**src/rtl/s_mem_arbiter.sv**
```systemverilog
// s_mem_arbiter: round-robin owner arbitration and tagged read return for the shared single-port S memory
module s_mem_arbiter #(
  parameter int NUM_REQ      = 3,
  parameter int ADDR_W       = 8,
  parameter int DATA_W       = 8,
  parameter int READ_LATENCY = 1
) (
  input  logic                      clock,
  input  logic                      reset,
  input  logic [NUM_REQ-1:0]        req,
  output logic [NUM_REQ-1:0]        gnt,
  input  logic [NUM_REQ-1:0]        rd_in,
  input  logic [NUM_REQ-1:0]        wren_in,
  input  logic [NUM_REQ*ADDR_W-1:0] addr_in,
  input  logic [NUM_REQ*DATA_W-1:0] data_in,
  output logic [ADDR_W-1:0]         mem_address,
  output logic [DATA_W-1:0]         mem_data,
  output logic                      mem_wren,
  input  logic [DATA_W-1:0]         mem_q,
  output logic [DATA_W-1:0]         q_out,
  output logic [NUM_REQ-1:0]        q_valid,
  output logic                      busy
);
  localparam int IW = $clog2(NUM_REQ);
  typedef enum logic {IDLE, OWNED} state_t;
  state_t state_q, state_d;
  logic [IW-1:0] owner_q, owner_d, rr_q, rr_d, pick;
  logic hit, owned, held, rd_issue;
  logic [READ_LATENCY-1:0] tv_q;
  logic [IW-1:0] ti_q [READ_LATENCY];
  assign owned = state_q == OWNED;
  // a low req while still granted is the release cycle: accesses are gated off
  assign held = owned & req[owner_q];
  assign rd_issue = held & rd_in[owner_q] & ~wren_in[owner_q];
  assign gnt = owned ? NUM_REQ'(1) << owner_q : '0;
  assign busy = owned;
  assign mem_address = owned ? addr_in[int'(owner_q)*ADDR_W +: ADDR_W] : '0;
  assign mem_data = owned ? data_in[int'(owner_q)*DATA_W +: DATA_W] : '0;
  assign mem_wren = held & wren_in[owner_q];
  assign q_out = mem_q;
  assign q_valid = tv_q[READ_LATENCY-1] ? NUM_REQ'(1) << ti_q[READ_LATENCY-1] : '0;
  // descending scan so the requester closest to rr_q wins
  always_comb begin
    hit = 1'b0;
    pick = '0;
    for (int k = NUM_REQ - 1; k >= 0; k--) begin
      if (req[(int'(rr_q) + k) % NUM_REQ]) begin
        hit = 1'b1;
        pick = IW'((int'(rr_q) + k) % NUM_REQ);
      end
    end
  end
  always_comb begin
    state_d = state_q;
    owner_d = owner_q;
    rr_d = rr_q;
    if (!held) begin
      state_d = hit ? OWNED : IDLE;
      owner_d = hit ? pick : owner_q;
      rr_d = !hit ? rr_q : (pick == IW'(NUM_REQ - 1)) ? '0 : pick + 1'b1;
    end
  end
  always_ff @(posedge clock or posedge reset) begin
    if (reset) begin
      state_q <= IDLE;
      owner_q <= '0;
      rr_q <= '0;
    end else begin
      state_q <= state_d;
      owner_q <= owner_d;
      rr_q <= rr_d;
    end
  end
  // read tags ride alongside the memory pipeline and outlive the issuing grant
  always_ff @(posedge clock or posedge reset) begin
    if (reset) begin
      tv_q <= '0;
      for (int k = 0; k < READ_LATENCY; k++) ti_q[k] <= '0;
    end else begin
      tv_q[0] <= rd_issue;
      ti_q[0] <= owner_q;
      for (int k = 1; k < READ_LATENCY; k++) begin
        tv_q[k] <= tv_q[k-1];
        ti_q[k] <= ti_q[k-1];
      end
    end
  end
endmodule

```
**config.mk**
```make
export PLATFORM = sky130hd
export DESIGN_NAME = s_mem_arbiter
export DESIGN_NICKNAME = d
export VERILOG_FILES = /design/src/rtl/s_mem_arbiter.sv
export SDC_FILE = /design/constraint.sdc
export NUM_CORES = 1
export LEC_CHECK = 0
export ABC_AREA = 1
export ABC_CLOCK_PERIOD_IN_PS = 3100
export CAP_MARGIN = 40
export CORE_MARGIN = 1
export CORE_UTILIZATION = 33
export CTS_CLUSTER_DIAMETER = 100
export DETAILED_ROUTE_END_ITERATION = 8
export GPL_ROUTABILITY_DRIVEN = 0
export GPL_TIMING_DRIVEN = 0
export HOLD_SLACK_MARGIN = 0.12
export PLACE_DENSITY = 0.91
export SLEW_MARGIN = 10
export SYNTH_ARGS = -nofsm -noshare
export SYNTH_HDL_FRONTEND = slang
export SYNTH_SLANG_ARGS = --single-unit
```
**constraint.sdc**
```tcl
create_clock -name clock -period 3.1 [get_ports clock]
set_input_delay 0.62 -clock clock [delete_from_list [all_inputs] [get_ports clock]]
set_output_delay 0.62 -clock clock [all_outputs]
set_load 0.005 [all_outputs]
```
==> impl_metrics.py <==
metrics = {
    "outcome": {
        "status": "finished, final reports clean",
    },
    "logic_synthesis": {
        "ys_seq_area_share_pct": 19.1,
        "syn_inst": 193,
        "ys_ff_latch": 8,
        "synth_top_family_by_area": "simple AND/OR/NAND/NOR gates",
        "syn_area_mm2": 0.00105,
        "synth_compound_area_share_pct": 4.18,
        "synthMuxAreaShare_pct": 0,
        "yosys_warnings": 0,
        "synth-simple-area-share_pct": 56.3,
        "synth_fp_nets": 263,
        "syn_area_per_cell_um2": 5.43,
        "ys_types": 20,
        "synth-adder-area-share_pct": 3.58,
        "synth-xor-area-share_pct": 0,
    },
    "sta": {
        "finalSetupViolCount": 0,
        "drv_slew": 0,
        "max_clock_freq_mhz": 364,
        "maxSlewHeadroom_pct": 70.4,
        "hold_violations": 0,
        "fin_ws_ns": 0.352,
        "period_minus_slack_ns": 2.75,
        "finalCritPeriodShare_pct": 88.6,
        "rsz0062_at_grt": "no",
        "tns_ns": 0,
        "worst_clock_skew_ns": 0.00477,
        "worstMarginPinSlew_ns": 0.444,
    },
    "global_routing": {
        "grt_pass1_wl_mm": 5.25,
        "grt.total_usage_pct": 19.6,
        "antenna_found_initial": 0,
        "grt_max_degree": 11,
        "grt_pass1_vias": 1306,
        "overflow": 0,
    },
    "clock_network": {
        "cts-root-buf": "clkbuf_4",
        "cts.repair.resized": 0,
        "clockBufferDepth": 2,
        "cts_htree_levels": 1,
        "post_cts_buffers": 0,
        "holdBufCountCts": 0,
        "cts_sinks": 8,
        "clkLatencyLatePin_ns": 0.25,
        "cts_tree": "done",
        "cts.clk_slew.worst_paths_ns": 0.05,
        "cts_buffers": 3,
    },
    "die": {
        "coreArea_mm2": 0.00303,
        "die_y_um": 58.3,
        "initial_core_util_pct": 34.6,
        "io_pins": 99,
        "std_cell_rows": 20,
        "die-area_mm2": 0.00340,
        "die-width_um": 58.3,
    },
    "critical_path": {
        "worst_setup_path_start_kind": "input port",
        "r2r_end": "rr_q[1]",
        "crit_arrival_ns": 2.13,
        "r2r_cells": 12,
        "worst_setup_path_end_kind": "output pin",
        "setup.worst_path.class": "in2out",
        "r2r_setup_slack_ns": 1.36,
        "r2r-start": "rr_q[0]",
        "critPathMaxFanout": 4,
        "crit_required_ns": 2.48,
    },
    "placed_design": {
        "dp_cells": 327,
        "dpl.hpwl_mm": 2.96,
        "dp_slack_ns": 0.345,
        "post_dp_cell_area_mm2": 0.00200,
        "port_buffers": 90,
    },
    "finish": {
        "instances_no_fill": 330,
        "layout-drive-gt1-share_pct": 9.79,
        "nNetsFinal": 358,
        "fin_area_mm2": 0.00203,
        "nFillCells": 286,
        "n_antenna_cell": 0,
        "final_cell_mix": "nand2_1, clkdlybuf4s50_1, nand3_1",
        "syn_to_final_growth_pct": 93.4,
    },
    "drt": {
        "firstDrtPassIters": 4,
        "detail_route.wl_per_cell_um": 10.3,
        "drt-initial-drc-count": 54,
        "postRouteAntennaNets": 0,
        "route.detailed.drc": 0,
        "routed_via_density": 4.44,
        "vias": 1464,
        "drt_wl_total_mm": 3.40,
    },
    "pwr": {
        "total_power_mw": 1.52,
        "p_leak_nw": 1.01,
        "p_per_area_mw_per_mm2": 752,
        "irDropWorstVdd_v": 0.000671,
    },
    "hold_path": {
        "hp-start": "owner_q[1]",
        "hold_class": "reg2reg",
        "min_path_cells": 0,
        "min_delay_worst_endpoint": "ti_q[1]",
    },
    "job": {
        "maxCapViolCount": 0,
    },
}
## cells in the mapped netlist, drive strengths merged
| cell type | instances | area share [%] |
|---|---|---|
| nor3 | 3 | 2.4 |
| nor3b | 1 | 0.72 |
| inv | 26 | 9.3 |
| ha | 3 | 3.6 |
| a21boi | 1 | 1.1 |
| nand2 | 94 | 35 |
| a21oi | 2 | 0.96 |
| buf | 12 | 7.5 |
| dfrtp | 8 | 19 |
| nor2 | 15 | 6.1 |
| o211ai | 1 | 1.2 |
| nand3 | 25 | 12 |
| o21ai | 2 | 0.96 |
## metrics by stage
stage,util (%),hold slack [ns]
global route,66.9,0.510
global placement,66.2,0.479
finish,66.9,0.491
CTS,66.9,0.493
floorplan,-,0.436
detailed placement,66.2,0.483
## sequential cells by signal (all words and copies together) (netlist names)
| signal | flops |
|---|---|
| owner_q | 2 |
| ti_q | 2 |
| tv_q | 1 |
| rr_q | 2 |
| busy | 1 |
## routing by layer
metal	vias to the layer above	global-route usage, %	wire length (um)
met3	8	5.93	327
li1	769	-	-
met4	0	6.80	73
met2	59	36.9	1750
met5	-	0	0
met1	628	20.4	1250
## worst max path at each step
stage,cells after the start,from,to,slack [ns]
2_1_floorplan,6,owner_q[0],mem_data[2],1.40
3_3_place_gp,6,req[1],mem_wren,0.36
3_5_place_dp,6,req[1],mem_wren,0.34
4_1_cts,6,req[1],mem_wren,0.35
5_1_grt,6,req[1],mem_wren,0.28
6_report,6,req[1],mem_wren,0.35
## report_power, final
| part | switching [mW] | internal (mW) | total (mW) | leakage (nW) |
|---|---|---|---|---|
| logic | 0.620 | 0.614 | 1.23 | 0.896 |
| registers | 0.0567 | 0.156 | 0.213 | 0.0986 |
| clock network | 0.0315 | 0.0440 | 0.0755 | 0.0138 |
| total | 0.708 | 0.815 | 1.52 | 1.01 |
## worst max-delay path: stages
cell	delay, ns
clkdlybuf4s50_1	0.50
inv_1	0.09
o211ai_2	0.17
nand2_2	0.11
nor2_1	0.12
clkdlybuf4s50_1	0.51
## final cells by class
class                   instances  area, um2  share of cell area [%]
plain buffers                  12       78.8                    3.89
clock buffers                   3       22.5                    1.11
flip-flops and latches          8        200                    9.88
inverters                      26       97.6                    4.82
well taps                      44       55.1                    2.72
repair buffers                 90        901                    44.5
multi-input cells             147        671                    33.1
## cell families (layout without fill, tap and decap cells)
logic type	after synthesis	count (layout)
adders and majority gates	3	3
DFF	8	8
buffers and inverters	38	131
and+or+nand+nor	138	138
AOI/OAI and AO/OA	6	6
No activity file was read; power rests on OpenSTA's default activity.
